<file path="src/rtl/mem_access_unit.sv">
// MEM-stage access unit: branch/jump redirect plus a req/ack data-memory transaction FSM.
// Optional MEM_ALIGN_CHECK_EN rejects word-misaligned accesses with a bus error instead of issuing them.
module mem_access_unit #(
  parameter int unsigned TIMEOUT_CYCLES = 16,
  parameter int unsigned ADDR_W         = 32
) (
  input  logic              clk,
  input  logic              rst,
  input  logic              Branch_in,
  input  logic              MemRead_in,
  input  logic              MemWrite_in,
  input  logic              Jump_in,
  input  logic              ALU_zero_in,
  input  logic [31:0]       ALU_result_in,
  input  logic [31:0]       reg_read_data_2_in,
  input  logic [31:0]       branch_addr_in,
  input  logic [31:0]       jump_addr_in,
  output logic              pc_redirect,
  output logic [31:0]       pc_target,
  output logic              flush_out,
  output logic              stall_out,
  output logic              mem_req,
  output logic              mem_we,
  output logic [ADDR_W-1:0] mem_addr,
  output logic [31:0]       mem_wdata,
  input  logic              mem_ack,
  input  logic [31:0]       mem_rdata,
  output logic [31:0]       mem_read_data,
  output logic              bus_error
);

  localparam int unsigned CNT_W = $clog2(TIMEOUT_CYCLES + 1);

  typedef enum logic [1:0] {IDLE, REQ, DONE} state_t;

  state_t           state, state_next;
  logic [CNT_W-1:0] count;
  logic             access;
  logic             misalign;
  logic             timeout;

  assign access = MemRead_in | MemWrite_in;

`ifdef MEM_ALIGN_CHECK_EN
  assign misalign = (ALU_result_in[1:0] != 2'b00);
`else
  assign misalign = 1'b0;
`endif

  // An ack on the final permitted cycle still completes normally.
  assign timeout = (count == CNT_W'(TIMEOUT_CYCLES - 1)) && !mem_ack;

  always_comb begin
    state_next = state;
    case (state)
      IDLE:    if (access) state_next = misalign ? DONE : REQ;
      REQ:     if (mem_ack || timeout) state_next = DONE;
      DONE:    state_next = IDLE;
      default: state_next = IDLE;
    endcase
  end

  always_ff @(posedge clk) begin
    if (rst) begin
      state         <= IDLE;
      count         <= '0;
      mem_we        <= 1'b0;
      mem_addr      <= '0;
      mem_wdata     <= '0;
      mem_read_data <= '0;
      bus_error     <= 1'b0;
    end else begin
      state     <= state_next;
      bus_error <= 1'b0;
      case (state)
        IDLE: begin
          count <= '0;
          if (access && !misalign) begin
            mem_addr  <= ADDR_W'(ALU_result_in);
            mem_wdata <= reg_read_data_2_in;
            mem_we    <= MemWrite_in;
          end else if (access) begin
            mem_read_data <= '0;
            bus_error     <= 1'b1;
          end
        end
        REQ: begin
          if (mem_ack) begin
            if (!mem_we) mem_read_data <= mem_rdata;
          end else if (timeout) begin
            mem_read_data <= '0;
            bus_error     <= 1'b1;
          end else begin
            count <= count + CNT_W'(1);
          end
        end
        default: ;
      endcase
    end
  end

  assign mem_req   = (state == REQ);
  assign stall_out = ((state == IDLE) && access) || (state == REQ);

  always_comb begin
    pc_redirect = 1'b0;
    pc_target   = '0;
    if (!stall_out) begin
      if (Jump_in) begin
        pc_redirect = 1'b1;
        pc_target   = jump_addr_in;
      end else if (Branch_in && ALU_zero_in) begin
        pc_redirect = 1'b1;
        pc_target   = branch_addr_in;
      end
    end
  end

  assign flush_out = pc_redirect;

endmodule
</file>
<file path="config.mk">
export PLATFORM = sky130hd
export DESIGN_NAME = mem_access_unit
export DESIGN_NICKNAME = d
export VERILOG_FILES = /design/src/rtl/mem_access_unit.sv
export SDC_FILE = /design/constraint.sdc
export NUM_CORES = 1
export LEC_CHECK = 0
export BUFFER_PORTS_ARGS = -buffer_cell sky130_fd_sc_hd__clkbuf_2
export CAP_MARGIN = 30
export CORE_MARGIN = 10
export CORE_UTILIZATION = 41
export DETAILED_ROUTE_END_ITERATION = 7
export GPL_ROUTABILITY_DRIVEN = 0
export PLACE_DENSITY_LB_ADDON = 0.25
export SYNTH_ARGS = -nofsm -noshare
export SYNTH_HDL_FRONTEND = slang
export SYNTH_SLANG_ARGS = --single-unit
</file>
<file path="constraint.sdc">
create_clock -name clk -period 1.95 [get_ports clk]
set_input_delay 0.39 -clock clk [delete_from_list [all_inputs] [get_ports clk]]
set_output_delay 0.39 -clock clk [all_outputs]
set_load 0.02 [all_outputs]
</file>
Word-level counts from Yosys, hierarchy flattened
Index checks and enable logic that the tools add are counted.
Storage, ports and cells
  word-level logic and storage cells: 47
  bits in registers: 105
  input port bits: 168
  output and inout port bits: 134
Operators by class
  add/subtract/negate cells: 1
  muxes and demuxes: 16
  reduce and logical (&&, ||, !) cells: 14
  equality and inequality tests: 7
  bitwise logic cells: 2
Operators with widths (count)
  two-way mux 32 bit: 6
  two-way mux 5 bit: 2
  one-hot mux 5 bit (2 select lines): 1
  inequality test 2 bit (second input constant): 4
  AND reduction 3 bit: 2
  adder 5 x 1 -> 5 bit (second input constant): 1
  == test 5 x 4 -> 1 bit (second input constant): 1
  two-way mux 1 bit: 4
  two-way mux 2 bit: 2
  one-hot mux 2 bit (2 select lines): 1
  AND reduction 2 bit: 2
  nonzero test 2 bit: 2
  logical AND 1 bit: 3
  OR reduction 3 bit: 1
  == test 2 x 1 -> 1 bit (second input constant): 1
  logical NOT 2 bit: 1
  logical OR 1 bit: 2
  inequality test 2 x 1 -> 1 bit (second input constant): 1
  logical NOT 1 bit: 1
  inverter 1 bit: 1
  OR 1 bit: 1

Logic depth before layout (Yosys ltp)
Gate-level depths: netlist (run 1).
  depth in word-level cells: 5
  depth in mapped cells: 8
  mapped depth without buffers: 7

Worst setup path after synthesis (run 1)
OpenSTA, ideal clock, no wires.
  kind: in2out
  start: input Jump_in
  end: output pc_redirect
  stages: 5
  setup slack: 0.094 ns
  data arrival time: 1.466 ns
  required time: 1.560 ns
  buffers on the path: 3
  cells stage by stage: clkbuf_1 > clkbuf_1 > a21oi_1 > nor2_1 > buf_4
On the way
  longest elaborated chain between the ends: 2
Ends and longest elaborated chain
  start, declared: RTL line 12  | input logic Jump_in,
  two-way mux 1 bit: RTL line 109  | if (Jump_in) begin
  two-way mux 1 bit: RTL line 108  | if (!stall_out) begin
  end, declared: RTL line 18  | output logic pc_redirect,
No other way between the ends.

Worst setup path after layout (run 1)
  start: register state[0]
  end: output pc_target[12]
On the way
  longest elaborated chain between the ends: 4
  elaborated cells between the ends (all ways): 5
  those cells by class: 1 x eq/ne; 1 x mux; 3 x reduce/logical
Ends and longest elaborated chain
  start, declared: RTL line 36  | state_t state, state_next;
  start signal, assigned: RTL line 73  | state <= state_next;
  logical NOT 2 bit: RTL line 103  | assign stall_out = ((state == IDLE) && access) || (state == REQ);
  logical AND 1 bit: RTL line 103
  logical OR 1 bit *: RTL line 103
  two-way mux 32 bit *: RTL line 108
  end, declared: RTL line 19  | output logic [31:0] pc_target,
Mark *: on every way between the ends. The rest lies on a longest branch, timed or not.

==> results.md, run 1 <==
* run status: finished, final reports clean
* Worst Path Buf+Inv: 2
* most area-consuming cells after synthesis: sky130_fd_sc_hd__dfxtp_1, sky130_fd_sc_hd__nand2_1, sky130_fd_sc_hd__a21oi_1, sky130_fd_sc_hd__a22oi_1, sky130_fd_sc_hd__nand3_1
* largest vdd supply drop: 0.0003122 V
* syn avg cell area: 7.768 um^2
* hold path startpoint: ALU_result_in[25]
* endpoint kind of the worst setup timing path: output pin
* number of antenna diodes: 0
* Post-Syn Nets: 721
* number of cells in the finished layout apart from fillers: 973
* largest buffer count on any clock path: 2
* power share of the clock group: 27.7%
* dominant delay contributor by cell family on the critical path: simple AND/OR/NAND/NOR gates
* logic gate share of total power: 23.0%
* # H-tree levels: 3
* count of routing violations after the opening detailed-route iteration: 333
* initial core utilization: 41.84%
* Setup-failing EPs final: 0
* buffer cell driving the clock tree root: sky130_fd_sc_hd__clkbuf_8
* min cycle time layout: 1.876 ns
* slowest stage cell, crit path: sky130_fd_sc_hd__dfxtp_1
* EDFF count, synth: 0
* detailed-route DRC error count: 0
* startpoint class of the critical path: register
* post-synthesis cell area: 0.004280 mm^2
* sequential fraction of the synthesis area: 49.11%
* Inserted Clock Buffers: 9
* capture endpoint of the worst hold path: mem_addr[25]$_SDFFE_PP0P_
* Yosys cell types: 29
* Detail Route Antenna Nets: 0
* height of the chip: 122.2 um
* post-synthesis async set-or-reset flop share: 0%
* antenna violations before repair: 0
* biggest fanout along the worst timing path: 11
* First-pass DRT Iterations: 5
* Critical Path Max Stage Delay: 0.35 ns
* proportion of netlist area held by the largest area contributor: 49.11%
* accumulated negative setup slack: 0 ns
* number of max-capacitance violations reported: 0
* number of warnings reported in the yosys synthesis log: 0
* post-synthesis cell count: 551
* cell internal power dissipation: 3.266 mW
* number of stages on the worst hold path: 3
* capturing point of the worst reg2reg path: count[3]$_SDFFE_PP0P_
* sinks on the clock net: 105
* overall global routing resource usage: 20.74%
* global-route congestion overflow total: 0
* worst clock skew: 0.01147 ns
* register bit total from synthesis: 105
* sequential group share of total power: 49.3%
* floorplan die area: 0.01493 mm^2
* post-detailed-route via-to-cell ratio: 4.939
* R2R depth: 7
* leakage power of the design: 2.944 nW
* FILL cells: 963
* IO Pins: 302
* post-layout utilization of the core: 59.84%
* achievable clock frequency: 0.5329 GHz
* Routed wire per std cell: 16.89 um
* number of nets in the layout: 1002
* Crit path required time: 1.56 ns
* Tot Pwr: 4.747 mW
* number of cells in the design after placement: 956
* HPWL after DPL: 13300 um
* global-route wire length before repair: 24790 um
* cell-by-cell listing of the critical path: nor3_4 -> nor2_4 -> buf_4 -> nor2_1 -> clkbuf_2
* launching point of the worst reg2reg path: count[0]$_SDFFE_PP0P_
* worst relative slew slack: 69.53%
* Hold Crit Class: input pin to register
* pin count of the biggest net entering global routing: 60
* Final Max Slew Viols: 0
* die width: 122.2 um
* site row count: 37
* signal arrival time at the worst endpoint: 1.49 ns
* vias in the first global route: 4744
* proportion of layout cells with a drive suffix above 1: 41.22%
* area leader, netlist: sky130_fd_sc_hd__dfxtp_1
* placeable core region: 0.01023 mm^2
* Clock Latency Late Sink: 0.36 ns
* predominant post-synthesis flop cell: sky130_fd_sc_hd__dfxtp_1
* switching power: 1.481 mW
* Period Utilization, post-route: 96.23%
* synth-to-layout area growth: 43.03%
* wire length after detailed routing: 16430 um
* clock tree from TritonCTS: yes
* path type of the worst setup path: register to output pin
* Worst-path clk slew: 0.10 ns
* worst slew pin tran: 0.4571 ns
* Port Buf Inserts: 301
* power per standard cell area: 775.3 mW/mm^2
* setup slack on the worst flop-to-flop path: 0.13 ns
* Fin Hold WS: 0.2378 ns
* Fin. Hold Viols: 0
* switching share of total power: 31.20%
* number of vias in the routed layout: 4806
sequential cells by signal, indices dropped and copies added (netlist names):
| signal | count |
|---|---|
| count | 5 |
| bus_error | 1 |
| mem_addr | 32 |
| mem_wdata | 32 |
| mem_read_data | 32 |
| state | 2 |
| mem_we | 1 |
tightest hold or removal path, delay by kind of cell:
family | cells | cell delay, ns
simple gates | 1 | 0.04
buf+inv | 1 | 0.08
compound gates | 1 | 0.05
layer usage:
layer	vias to the layer above	track usage, %	part of all wire (%)
met1	2183	20.04	35
met4	0	5.155	0.86
met3	11	9.019	11
met5	-	0	0
li1	2403	-	-
met2	209	39.37	53
cells by family after synthesis:
group | after synthesis | synth area share [%]
buffers and inverters | 50 | 7.103
adder cells (fa/ha/maj) | 2 | 0.5845
AND/OR/NAND/NOR | 251 | 23.91
flip-flops | 105 | 49.11
AO/OA/AOI/OAI | 143 | 19.29
cells in the final DEF (no fill, tap or decap), drive strengths merged:
cell type,n
nor2,42
a21boi,1
a32oi,1
nor4,1
o21a,1
a22oi,33
o21ai,3
and3,1
a2bb2oi,1
a31oi,1
or3,1
clkinv,1
nand3,34
nand2,164
nand2b,4
inv,3
dfxtp,105
a21oi,101
a21o,1
nor3,3
ha,2
buf,25
nand4,1
clkbuf,305
clkinvlp,2
cell type report:
type                       instances  area [um^2]  area share (%)
timing repair buffer             318         1717           28.04
sequential                       105         2102           34.33
clock inverter                     4        35.03          0.5722
tap                              136        170.2           2.779
multi-input combinational        396         1926           31.45
inverter                           2        7.507          0.1226
clock buffer                      12        165.2           2.698
cells in the mapped netlist (2+ instances only):
cell,number
sky130_fd_sc_hd__dfxtp_1,105
sky130_fd_sc_hd__nand3_1,34
sky130_fd_sc_hd__nand2_1,164
sky130_fd_sc_hd__buf_4,9
sky130_fd_sc_hd__buf_6,9
sky130_fd_sc_hd__ha_1,2
sky130_fd_sc_hd__a21oi_1,100
sky130_fd_sc_hd__clkbuf_1,18
sky130_fd_sc_hd__nand2b_1,3
sky130_fd_sc_hd__o21ai_0,2
sky130_fd_sc_hd__nor2_1,41
sky130_fd_sc_hd__nor3_1,3
sky130_fd_sc_hd__inv_1,2
sky130_fd_sc_hd__a22oi_1,33
sky130_fd_sc_hd__buf_2,12
power by group through the flow:
| stage | Sequential (mW) | Clock, mW | Combinational, mW |
|---|---|---|---|
| floorplan | 2.54 | 0 | 0.494 |
| global placement | 2.38 | 0 | 1.06 |
| detailed placement | 2.39 | 0 | 1.09 |
| CTS | 2.34 | 1.36 | 1.10 |
| global route | 2.36 | 1.45 | 1.19 |
| finish | 2.34 | 1.32 | 1.09 |
worst max path at each step:
stage / startpoint / slack (ns) / to / depth (start not counted)
3_5_place_dp: MemRead_in / -0.001 / pc_target[20] / 6
6_report: state[0]$_SDFFE_PP0P_ / 0.07 / pc_target[12] / 5
3_3_place_gp: MemRead_in / -0.26 / flush_out / 5
5_1_grt: state[0]$_SDFFE_PP0P_ / -0.006 / pc_target[6] / 5
4_1_cts: state[0]$_SDFFE_PP0P_ / 0.007 / pc_target[20] / 5
2_1_floorplan: Jump_in / 0.09 / pc_redirect / 5
stage by stage:
| stage | cell area, um^2 | setup slack (ns) |
|---|---|---|
| 2_1_floorplan | 4280 | 0.09359 |
| 3_3_place_gp | 5856 | -0.2551 |
| 3_5_place_dp | 5871 | -0.001228 |
| 4_1_cts | 6083 | 0.007225 |
| 5_1_grt | 6122 | -0.005765 |
| 6_report | 6122 | 0.07358 |
repair_timing:
item | CTS | global route
hold buffers | 0 | 0
gates resized for setup | 3 | 15
pin swaps | 0 | 1
buffers inserted | 0 | 1
endpoints found under the setup margin | 25 | 56
Note: power is estimated with default switching activity, not from simulation.
==> run 2: changes to the inputs <==
CORE_UTILIZATION = 37   (was 41)
RECOVER_POWER = 50   (was unset)
clock period = 1.68 ns   (was 1.95 ns; I/O delays follow)
==> run 2 against run 1 <==
Compared with the run above:
- the flow now finishes with violations (setup timing)
- combinational power rose by 26%
- non-clock buffer count rose by 9
- global-route usage fell by 1.4 points
- sequential power rose by 16%
- wire length rose by 5.9%
- clock-buffer cell count rose by 1
- worst hold slack got worse by 0.033 ns
- total power rose by 31%
- via count rose by 3.4%
- largest power group unchanged
==> results.md, run 2 (synthesized netlist as in run 1, its figures left out) <==
* run status: complete, but fails checks
* violated checks: setup timing
* final worst-path setup slack: -0.04922 ns
* Setup-failing EPs final: 38
* floorplan die area: 0.01627 mm^2
* cts hold-fix bufs: 0
* min cycle time layout: 1.729 ns
* hold path startpoint: reg_read_data_2_in[11]
* global-route wire length before repair: 25720 um
* signal arrival time at the worst endpoint: 1.39 ns
* accumulated negative setup slack: -0.7720 ns
* registers with the most flip-flops: mem_addr: 32 flops, mem_read_data: 32 flops, mem_wdata: 32 flops
* Period Utilization, post-route: 102.9%
* Inserted Clock Buffers: 9
* largest buffer count on any clock path: 2
* detailed-route DRC error count: 0
* sinks on the clock net: 105
* placeable core region: 0.01137 mm^2
* IO Pins: 302
* setup slack after placement: -0.1526 ns
* worst clock skew: 0.006745 ns
* most frequent cells in the layout: sky130_fd_sc_hd__clkbuf_2, sky130_fd_sc_hd__nand2_1, sky130_fd_sc_hd__dfxtp_1
* wire length after detailed routing: 17410 um
* number of vias in the routed layout: 4971
* pin count of the biggest net entering global routing: 65
* setup repair after global routing missed its margin: yes
* leading cell type in the layout, fill and taps excluded: sky130_fd_sc_hd__clkbuf_2
* Clock Latency Late Sink: 0.35 ns
* Detail Route Antenna Nets: 0
* launching point of the worst reg2reg path: count[0]$_SDFFE_PP0P_
* First-pass DRT Iterations: 6
* number of antenna diodes: 0
* leakage power of the design: 2.810 nW
* synth-to-layout area growth: 55.28%
* Final Max Slew Viols: 0
* Crit path required time: 1.34 ns
* clock tree from TritonCTS: yes
* largest vdd supply drop: 0.0005917 V
* worst relative slew slack: 68.57%
* HPWL after DPL: 13240 um
* worst slew pin tran: 0.4715 ns
* Hold Crit Class: input pin to register
* number of max-capacitance violations reported: 0
* Tot Pwr: 6.218 mW
* Worst-path clk slew: 0.07 ns
* die width: 127.6 um
* height of the chip: 127.6 um
* power per standard cell area: 935.5 mW/mm^2
* crit path launch: state[0]$_SDFFE_PP0P_
* buffer cell driving the clock tree root: sky130_fd_sc_hd__clkbuf_16
* vias in the first global route: 5039
* startpoint class of the critical path: register
* achievable clock frequency: 0.5783 GHz
* biggest fanout along the worst timing path: 17
* path type of the worst setup path: register to output pin
* post-detailed-route via-to-cell ratio: 5.031
* global-route congestion overflow total: 0
* Routed wire per std cell: 17.62 um
* endpoint kind of the worst setup timing path: output pin
* initial core utilization: 37.65%
* site row count: 39
* proportion of layout cells with a drive suffix above 1: 37.51%
* # H-tree levels: 3
* Fin Hold WS: 0.2049 ns
* count of routing violations after the opening detailed-route iteration: 233
* Fin. Hold Viols: 0
* antenna violations before repair: 0
* overall global routing resource usage: 19.37%
* Port Buf Inserts: 301
* number of nets in the layout: 1011
## run 2: changes by cell type in the layout (fill, tap and decap cells not counted), moves of 12 or more
cell                       previous run  this run
sky130_fd_sc_hd__buf_4               16        37
sky130_fd_sc_hd__a21oi_1            100        85
sky130_fd_sc_hd__nor2_2               2        16
sky130_fd_sc_hd__nand3_1             34        22
sky130_fd_sc_hd__clkbuf_2           293       180
sky130_fd_sc_hd__a21oi_2              0        15
sky130_fd_sc_hd__nor2_1              38        21
sky130_fd_sc_hd__clkbuf_1             0        87
## run 2: metrics by stage
stage	cells	instance area, um^2	util [%]
after CTS	984	6451	56.74
after detailed placement	968	5922	52.09
final	988	6646	58.46
after floorplan	551	4285	-
after global routing	988	6646	58.46
after global placement	967	5907	51.95
## run 2: final timing paths
kind	end	cells past startpoint	slack, ns
max	pc_target[29]	5	-0.05
min	mem_wdata[11]$_SDFFE_PP0P_	3	0.20
max reg2reg	mem_read_data[20]$_SDFFE_PP0P_	8	-0.04
min reg2reg	mem_read_data[21]$_SDFFE_PP0P_	2	0.45
## run 2: per-layer routing
layer / share of wire (%) / global-route usage (%) / wire length, um
met1: 35 / 17.95 / 6083
met2: 53 / 36.39 / 9179
met3: 9.6 / 8.230 / 1664
met4: 2.8 / 7.770 / 480
met5: 0 / 0 / 0
## run 2: where the power goes
group	switching [mW]	total, mW	internal, mW
logic	0.843	1.37	0.522
clock network	0.901	2.13	1.23
registers	0.0802	2.72	2.64
total	1.82	6.22	4.39
## run 2: layout make-up
cell class,count,area (um^2)
Multi-Input combinational cell,396,2167
Tap cell,143,178.9
Clock inverter,2,37.54
Inverter,2,7.507
Timing Repair Buffer,327,1888
Clock buffer,13,260.3
Sequential cell,105,2107
Fill cell,1079,4723
## run 2: critical path, cell delays in order (launching register included)
cell                       delay [ns]
sky130_fd_sc_hd__dfxtp_2         0.34
sky130_fd_sc_hd__nor3_4          0.16
sky130_fd_sc_hd__nor2_4          0.08
sky130_fd_sc_hd__buf_12          0.16
sky130_fd_sc_hd__nor2_2          0.14
sky130_fd_sc_hd__clkbuf_8        0.17
## run 2: timing repair
item	CTS	global route
resized for setup	61	85
setup endpoints to repair	69	69
pin swaps	5	22
gates cloned	0	2
buffers inserted	1	2
